<file path="config.mk">
export PLATFORM = sky130hd
export DESIGN_NAME = serial_alu_flat
export DESIGN_NICKNAME = d
export VERILOG_FILES = /design/src/rtl/serial_alu_pkg.sv /design/src/rtl/serial_alu_if.sv /design/src/rtl/serial_alu_mul_iter.sv /design/src/rtl/serial_alu.sv /design/src/flat_wrapper.sv
export SDC_FILE = /design/constraint.sdc
export NUM_CORES = 1
export LEC_CHECK = 0
export ABC_AREA = 0
export CORE_ASPECT_RATIO = 1.2
export CORE_MARGIN = 5
export CORE_UTILIZATION = 50
export DETAILED_ROUTE_END_ITERATION = 8
export PLACE_DENSITY = 0.65
export SETUP_SLACK_MARGIN = 0.4
export SKIP_CTS_REPAIR_TIMING = 1
export SYNTH_ARGS = -nofsm -noshare
export SYNTH_HDL_FRONTEND = slang
export SYNTH_SLANG_ARGS = --single-unit
</file>
<file path="constraint.sdc">
create_clock -name clk -period 3 [get_ports clk]
set_clock_uncertainty 0.05 [all_clocks]
set_input_delay 0.6 -clock clk [delete_from_list [all_inputs] [get_ports clk]]
set_output_delay 0.6 -clock clk [all_outputs]
set_load 0.05 [all_outputs]
</file>
<file path="src/rtl/serial_alu_pkg.sv">
// Shared definitions for the serial ALU: opcodes, status bytes and FSM state encoding.
package serial_alu_pkg;

    localparam logic [7:0] OP_MUL = 8'h00;
    localparam logic [7:0] OP_ADD = 8'h01;
    localparam logic [7:0] OP_MAC = 8'h02;
    localparam logic [7:0] OP_CLR = 8'h03;

    localparam logic [7:0] ST_ACK = 8'h00;
    localparam logic [7:0] ST_BAD = 8'hFF;

    typedef enum logic [1:0] {
        IDLE,
        LOAD,
        EXEC,
        SEND
    } state_e;

endpackage

</file>
<file path="src/rtl/serial_alu_if.sv">
// Byte stream with stb/rdy handshake.
//   stb : byte valid (driven by master)
//   dat : byte payload (driven by master)
//   rdy : sink accepts byte (driven by slave)
// A byte moves on a rising edge where stb and rdy are both high.
interface serial_alu_if;
    logic       stb;
    logic [7:0] dat;
    logic       rdy;

    modport master (output stb, output dat, input rdy);
    modport slave  (input stb, input dat, output rdy);
endinterface

</file>
<file path="src/rtl/serial_alu_mul_iter.sv">
// Iterative shift-add unsigned multiplier.
//   clk, rst : clock, synchronous active-high reset
//   start    : load operands a/b and begin
//   a, b     : W-bit operands, sampled when start is high
//   done     : one-cycle pulse exactly W cycles after start
//   prod     : 2W-bit product, held until the next start
module serial_alu_mul_iter #(
    parameter int unsigned W = 8
) (
    input  logic             clk,
    input  logic             rst,
    input  logic             start,
    input  logic [W-1:0]     a,
    input  logic [W-1:0]     b,
    output logic             done,
    output logic [2*W-1:0]   prod
);
    localparam int unsigned CW = $clog2(W);

    logic [2*W-1:0] prod_q;
    logic [2*W-1:0] mcand_q;
    logic [W-1:0]   mplier_q;
    logic [CW-1:0]  cnt_q;
    logic           run_q;
    logic           done_q;

    always_ff @(posedge clk) begin
        if (rst) begin
            prod_q   <= '0;
            mcand_q  <= '0;
            mplier_q <= '0;
            cnt_q    <= '0;
            run_q    <= 1'b0;
            done_q   <= 1'b0;
        end else begin
            done_q <= 1'b0;
            if (start) begin
                // The load edge also retires multiplier bit 0, leaving W-1 steps.
                prod_q   <= b[0] ? {{W{1'b0}}, a} : '0;
                mcand_q  <= {{(W-1){1'b0}}, a, 1'b0};
                mplier_q <= b >> 1;
                cnt_q    <= CW'(W - 1);
                run_q    <= 1'b1;
            end else if (run_q) begin
                if (mplier_q[0]) begin
                    prod_q <= prod_q + mcand_q;
                end
                mcand_q  <= mcand_q << 1;
                mplier_q <= mplier_q >> 1;
                cnt_q    <= cnt_q - 1'b1;
                if (cnt_q == CW'(1)) begin
                    run_q  <= 1'b0;
                    done_q <= 1'b1;
                end
            end
        end
    end

    assign done = done_q;
    assign prod = prod_q;

endmodule

</file>
<file path="src/rtl/serial_alu.sv">
// Byte-stream arithmetic engine: takes an opcode byte plus two W-bit operands
// (LS byte first), computes MUL/ADD/MAC/CLR and returns the result bytes LS first.
//   clk, rst : clock, synchronous active-high reset
//   s        : input byte stream (slave)
//   m        : output byte stream (master)
//   err      : one-cycle pulse after an invalid opcode is accepted
//   busy     : high whenever the engine is not idle
module serial_alu
    import serial_alu_pkg::*;
#(
    parameter int unsigned W              = 8,
    parameter bit          ACC_CLR_ON_RST = 1'b1
) (
    input  logic       clk,
    input  logic       rst,
    serial_alu_if.slave  s,
    serial_alu_if.master m,
    output logic       err,
    output logic       busy
);
    localparam int unsigned B  = W / 8;
    localparam int unsigned NB = 2 * B;
    localparam int unsigned CW = $clog2(NB);

    state_e          state_q;
    logic [CW-1:0]   cnt_q;
    logic [7:0]      op_q;
    logic            one_q;      // single-byte response (CLR / invalid)
    logic [2*W-1:0]  opnd_q;
    logic [2*W-1:0]  opnd_d;
    logic [2*W-1:0]  res_q;      // result bytes still to be sent
    logic [2*W-1:0]  acc_q;
    logic [2*W-1:0]  exec_res;
    logic [2*W-1:0]  prod;
    logic            s_rdy_q;
    logic            m_stb_q;
    logic [7:0]      m_dat_q;
    logic            err_q;
    logic            busy_q;
    logic            s_xfer;
    logic            m_xfer;
    logic            cnt_last;
    logic            mul_start;
    logic            mul_done;

    always_comb begin
        // Operand bytes shift in from the top so byte 0 ends up at bit 0.
        opnd_d    = {s.dat, opnd_q[2*W-1:8]};
        s_xfer    = s.stb && s_rdy_q;
        m_xfer    = m_stb_q && m.rdy;
        cnt_last  = (cnt_q == CW'(NB - 1));
        // Start on the last operand byte so EXEC lasts exactly W cycles.
        mul_start = (state_q == LOAD) && s_xfer && cnt_last && (op_q != OP_ADD);
        if (op_q == OP_ADD) begin
            exec_res = {{W{1'b0}}, opnd_q[W-1:0]} + {{W{1'b0}}, opnd_q[2*W-1:W]};
        end else if (op_q == OP_MAC) begin
            exec_res = acc_q + prod;
        end else begin
            exec_res = prod;
        end
    end

    serial_alu_mul_iter #(
        .W(W)
    ) u_mul (
        .clk   (clk),
        .rst   (rst),
        .start (mul_start),
        .a     (opnd_d[W-1:0]),
        .b     (opnd_d[2*W-1:W]),
        .done  (mul_done),
        .prod  (prod)
    );

    always_ff @(posedge clk) begin
        if (rst) begin
            state_q <= IDLE;
            cnt_q   <= '0;
            op_q    <= OP_MUL;
            one_q   <= 1'b0;
            opnd_q  <= '0;
            res_q   <= '0;
            s_rdy_q <= 1'b0;
            m_stb_q <= 1'b0;
            m_dat_q <= '0;
            err_q   <= 1'b0;
            busy_q  <= 1'b0;
            if (ACC_CLR_ON_RST) begin
                acc_q <= '0;
            end
        end else begin
            err_q <= 1'b0;
            unique case (state_q)
                IDLE: begin
                    s_rdy_q <= 1'b1;
                    if (s_xfer) begin
                        op_q   <= s.dat;
                        busy_q <= 1'b1;
                        if (s.dat == OP_MUL || s.dat == OP_ADD || s.dat == OP_MAC) begin
                            state_q <= LOAD;
                        end else begin
                            state_q <= SEND;
                            s_rdy_q <= 1'b0;
                            m_stb_q <= 1'b1;
                            one_q   <= 1'b1;
                            if (s.dat == OP_CLR) begin
                                m_dat_q <= ST_ACK;
                                acc_q   <= '0;
                            end else begin
                                m_dat_q <= ST_BAD;
                                err_q   <= 1'b1;
                            end
                        end
                    end
                end
                LOAD: begin
                    if (s_xfer) begin
                        opnd_q <= opnd_d;
                        if (cnt_last) begin
                            cnt_q   <= '0;
                            state_q <= EXEC;
                            s_rdy_q <= 1'b0;
                        end else begin
                            cnt_q <= cnt_q + 1'b1;
                        end
                    end
                end
                EXEC: begin
                    if (op_q == OP_ADD || mul_done) begin
                        if (op_q == OP_MAC) begin
                            acc_q <= exec_res;
                        end
                        res_q   <= exec_res >> 8;
                        m_dat_q <= exec_res[7:0];
                        m_stb_q <= 1'b1;
                        one_q   <= 1'b0;
                        cnt_q   <= '0;
                        state_q <= SEND;
                    end
                end
                SEND: begin
                    if (m_xfer) begin
                        if (one_q || cnt_last) begin
                            state_q <= IDLE;
                            m_stb_q <= 1'b0;
                            s_rdy_q <= 1'b1;
                            busy_q  <= 1'b0;
                            cnt_q   <= '0;
                        end else begin
                            m_dat_q <= res_q[7:0];
                            res_q   <= res_q >> 8;
                            cnt_q   <= cnt_q + 1'b1;
                        end
                    end
                end
                default: begin
                    state_q <= IDLE;
                end
            endcase
        end
    end

    assign s.rdy = s_rdy_q;
    assign m.stb = m_stb_q;
    assign m.dat = m_dat_q;
    assign err   = err_q;
    assign busy  = busy_q;

endmodule

</file>
<file path="src/flat_wrapper.sv">
// flat-port wrapper written by rule: the top's interface ports become plain ports
module serial_alu_flat import serial_alu_pkg::*;
#(
    parameter int unsigned W              = 8,
    parameter bit          ACC_CLR_ON_RST = 1'b1
)
  (clk, rst, err, busy, s_stb, s_dat, s_rdy, m_stb, m_dat, m_rdy);
  serial_alu_if s_i ();
  serial_alu_if m_i ();
  input  logic clk;
  input  logic rst;
  output logic err;
  output logic busy;
  input wire logic [$bits(s_i.stb)-1:0] s_stb;
  input wire logic [$bits(s_i.dat)-1:0] s_dat;
  output wire logic [$bits(s_i.rdy)-1:0] s_rdy;
  output wire logic [$bits(m_i.stb)-1:0] m_stb;
  output wire logic [$bits(m_i.dat)-1:0] m_dat;
  input wire logic [$bits(m_i.rdy)-1:0] m_rdy;
  assign s_i.stb = s_stb;
  assign s_i.dat = s_dat;
  assign s_rdy = s_i.rdy;
  assign m_stb = m_i.stb;
  assign m_dat = m_i.dat;
  assign m_i.rdy = m_rdy;
  serial_alu #(.W(W), .ACC_CLR_ON_RST(ACC_CLR_ON_RST)) u_core (.clk(clk), .rst(rst), .s(s_i), .m(m_i), .err(err), .busy(busy));
endmodule
</file>
==> run summary <==
The flow ran to the end, and the final reports show no timing, DRC or antenna violations. The unique cell type count in the Yosys netlist is 67. For this run, the leading register cell type out of synthesis is dfxtp_1. The portion of synthesized area spent on multiplexers is 4.25%.

The clock network is responsible for 30.0% of the overall power. Setup repair after global routing left no endpoint under its margin. Setup violations remaining at the end of the flow were counted as 0. In the final layout, the multi-input gates occupy 4060 um2. The routed wire length per instance is 18.0 um. For the net count of the mapped netlist, the log shows 847. The largest area contributor in the netlist was dfxtp_1. The logs give 0 for the number of maximum-capacitance constraint violations and 0 for the number of antenna repair diodes.

The detail route stage leaves a number of antenna-violating nets equal to 0. Per report_power, the sequential group accounts for 41.1% of the total. The worst hold-check path type was flip-flop to flip-flop. The critical setup path kind is flip-flop to flip-flop. After filler insertion, the fill cell instance count of the layout stands at 1219. The half-perimeter wire length after placement was 13300 um; the DRC violations left was 0. By area, the combinational part of the netlist is dominated by compound AO/OA/AOI/OAI gates. Summing the areas of all compound-gate instances in the mapped netlist gives 26.3% of the synthesized area.

The largest fanout on the critical path is 7. Critical path's top delay family: simple AND/OR/NAND/NOR gates. The run gives 12600 um2 as the area inside the core boundary. Entering global routing, the biggest net connects 64 pins. Cell with the most instances after synthesis: dfxtp_1.

The number of placed I/O pins is 24, and the clock sink count is 107. The completed layout was analyzed and its total power is 3.89 mW. The worst slew margin relative to its limit was 53.7%. The total of warnings raised by yosys was 0.

The fraction of final layout cells sized beyond drive strength 1 was 9.44%. Summing the areas of all xor and xnor instances in the mapped netlist gives 3.84% of the synthesized area. TritonCTS built the clock tree.

No sink is reached through more buffers than the 2 on the longest clock path. The die covers 15100 um2. After Yosys synthesis, full adders, half adders and majority gates account for 9.36% of the synthesized area. For the worst voltage drop across the vdd grid, the log shows 512 uV. The clock latency on the worst-skew pair was 0.36 ns; the accumulated negative setup slack was 0 ns. The post-route fraction of the period consumed by the critical path is 84.4%. Instance count of the mapped netlist: 789. The critical path's largest stage delay is 0.60 ns. Across every metal layer, demand over resource in global routing totals 23.2%. The cell repeated most along the worst path was or4_4. Compared with the post-synthesis result, the final layout area differs by 13.5%.

Data on the critical path arrives at its endpoint at 2.73 ns. The logs give 2.83 nW for the reported leakage power and 0 for the total congestion overflow. Net switching is 35.1% of the power.

CTS placed an instance of clkbuf_16 at the clock tree root. The logs give 2.53 mW for the internal power contribution and 28200 um for the global-route wire length before repair. In this run the worst setup path begins at u_core.op_q[7].

At the end of the flow, the number of nets in the layout was 869. The cell area power density was 537 nW/um2; the number of antenna violations at the first check in global routing was 0. The tools report the worst min-delay path startpoint as u_core.op_q[7]. The detail-routed via count per cell was 6.05; the fraction of post-synthesis cell area in the top cell type by area was 33.5%. The worst-margin pin slew was 0.695 ns.

The number of buffers and inverters on the critical path was 0. The nature of the critical path startpoint was a flip-flop. The area used by sequential logic in the layout was 2150 um2; the clock-pin transition on the worst setup and hold timing paths was 0.07 ns. The type of destination of the critical path is a flip-flop. The beginning of the worst register-to-register path is u_core.op_q[7]. By area the synthesized netlist is led by dfxtp_1, ha_1, a21oi_1, nand2_1, mux2i_1. The logs give 0 for the number of failing hold endpoints at the final stage and 5 for the number of search-and-repair iterations in the first detailed-routing pass.

The post-synthesis average cell area is 8.10 um2. The library cell contributing the largest single delay on the critical path was or4_4. Worst path required time: 3.20 ns. The post-synthesis instance area was 6390 um2; the share of async-settable or async-resettable flops after synthesis was 0%.

The total number of vias was 5927. The flip-flop and latch count after synthesis works out to 107. The number of flops mapped to enable cells by yosys was 0.

After detailed routing, the total wire length is 17600 um. The number of global-route vias before repair came out at 5470. For the total count of max-transition violations in the final report, the log shows 0. The H-tree generated during clock tree synthesis spans 3 levels. Basic-gate share of the synthesized area counting and, or, nand and nor cells: 18.6%. Once the floorplan was initialized, standard cells occupied 50.6% of the core.

The violation count after the first detailed-routing iteration is 388. The total CTS buffers was 9. During placement, the flow inserted port buffers numbering 23. The die is 134 um tall.

The analysis attributes to net switching a power of 1.37 mW. Sorting the synthesized cells by how often they occur yields dfxtp_1, nand2_1, a21oi_1. Based on the critical path, the design can be clocked at up to 395 MHz. The die outline width was 113 um; the clock period minus final worst setup slack was 2.53 ns.

The critical path goes through or4_4 > or2_1 > or4_4 > o21ai_2 > a221oi_1 > a21boi_2 > a32o_1. Last weighted congestion value of the routability-driven placer: 0.928. After floorplanning, the core was divided into 45 placement rows.

Combinational logic burns 28.9% of the power. For the fraction of the yosys area taken by sequential cells, the log shows 33.5%.
layout make-up:
class	instances	area share, %
multi-input combinational	616	56.0
sequential	107	29.6
timing repair buffer	55	6.42
clock buffer	10	3.30
tap	164	2.83
inverter	22	1.14
clock inverter	6	0.742
placed cells by master (no fill, tap or decap), drive strengths merged, types with 6 or more instances in the layout:
| master | count |
|---|---|
| a211oi | 32 |
| o211ai | 8 |
| clkdlybuf4s50 | 22 |
| ha | 43 |
| o21a | 10 |
| mux2i | 26 |
| and3 | 10 |
| nor2 | 66 |
| xnor2 | 19 |
| a21oi | 79 |
| nor3 | 7 |
| o221ai | 7 |
| nor4 | 7 |
| dfxtp | 107 |
| inv | 25 |
| xor2 | 9 |
| nand2 | 103 |
| clkbuf | 10 |
| a21o | 12 |
| nand3 | 26 |
| o21ai | 48 |
| a22o | 11 |
| a31oi | 8 |
| buf | 33 |
| nand2b | 6 |
per-layer routing:
metal  track usage (%)  routed length (um)  vias to the layer above
met4              10.8                 664                        0
met2              40.5                8840                      132
met5                 0                   0                        -
li1                  -                   -                     2937
met1              28.4                7500                     2822
met3              2.71                 606                       36
through the flow:
step	worst slack [ns]	area, um2	instances	utilization, %	hold WS (ns)
2_1_floorplan	0.635	6390	789	-	0.381
3_3_place_gp	0.145	6860	961	54.4	0.393
3_5_place_dp	0.100	6860	961	54.4	0.395
6_report	0.467	7250	980	57.5	0.408
5_1_grt	0.382	7250	980	57.5	0.434
4_1_cts	0.309	7150	977	56.7	0.406
power groups by stage:
| stage | sequential (mW) | combinational, mW | clock, mW |
|---|---|---|---|
| 2_1_floorplan | 1.79 | 0.602 | 0 |
| 3_3_place_gp | 1.63 | 1.08 | 0 |
| 3_5_place_dp | 1.63 | 1.09 | 0 |
| 4_1_cts | 1.60 | 1.10 | 1.20 |
| 5_1_grt | 1.61 | 1.23 | 1.25 |
| 6_report | 1.60 | 1.13 | 1.17 |
path summary, 6_finish.rpt:
| kind | end | slack [ns] | cells after the start |
|---|---|---|---|
| worst max-delay path | u_core.acc_q[8] | 0.47 | 7 |
| worst min-delay path | u_core.op_q[7] | 0.41 | 2 |
| worst max register to register | u_core.acc_q[8] | 0.47 | 7 |
| worst min register to register | u_core.op_q[7] | 0.41 | 2 |
kinds of logic (layout without fill, tap and decap cells):
| group | Yosys count | count (layout) |
|---|---|---|
| AO/OA/AOI/OAI | 258 | 258 |
| adder cells (fa/ha/maj) | 46 | 46 |
| AND/OR/NAND/NOR | 257 | 257 |
| buffers and inverters | 66 | 93 |
| flip-flops | 107 | 107 |
| multiplexers | 27 | 27 |
| XOR/XNOR | 28 | 28 |
registers in the layout (all words and copies together) (netlist names):
signal and flops:
u_core.err 1, u_core.busy 1, u_core.acc_q 16, u_core.res_q 8, u_core.u_mul.mplier_q 7, u_core.one_q 1
u_core.cnt_last 1, u_core.u_mul.prod 16, u_core.u_mul.done 1, u_core.u_mul.cnt_q 3, u_core.s.rdy 1, u_core.u_mul.run_q 1
u_core.m.dat 8, u_core.op_q 8, u_core.state_q 2, u_core.opnd_q 16, u_core.m.stb 1, u_core.u_mul.mcand_q 15
worst min-delay path, delay by kind of cell (launching register included):
kind / cells / cell delay [ns]
DFF: 1 / 0.31
AOI/OAI and AO/OA: 1 / 0.05
and+or+nand+nor: 1 / 0.05
No activity file was read; power rests on OpenSTA's default activity.
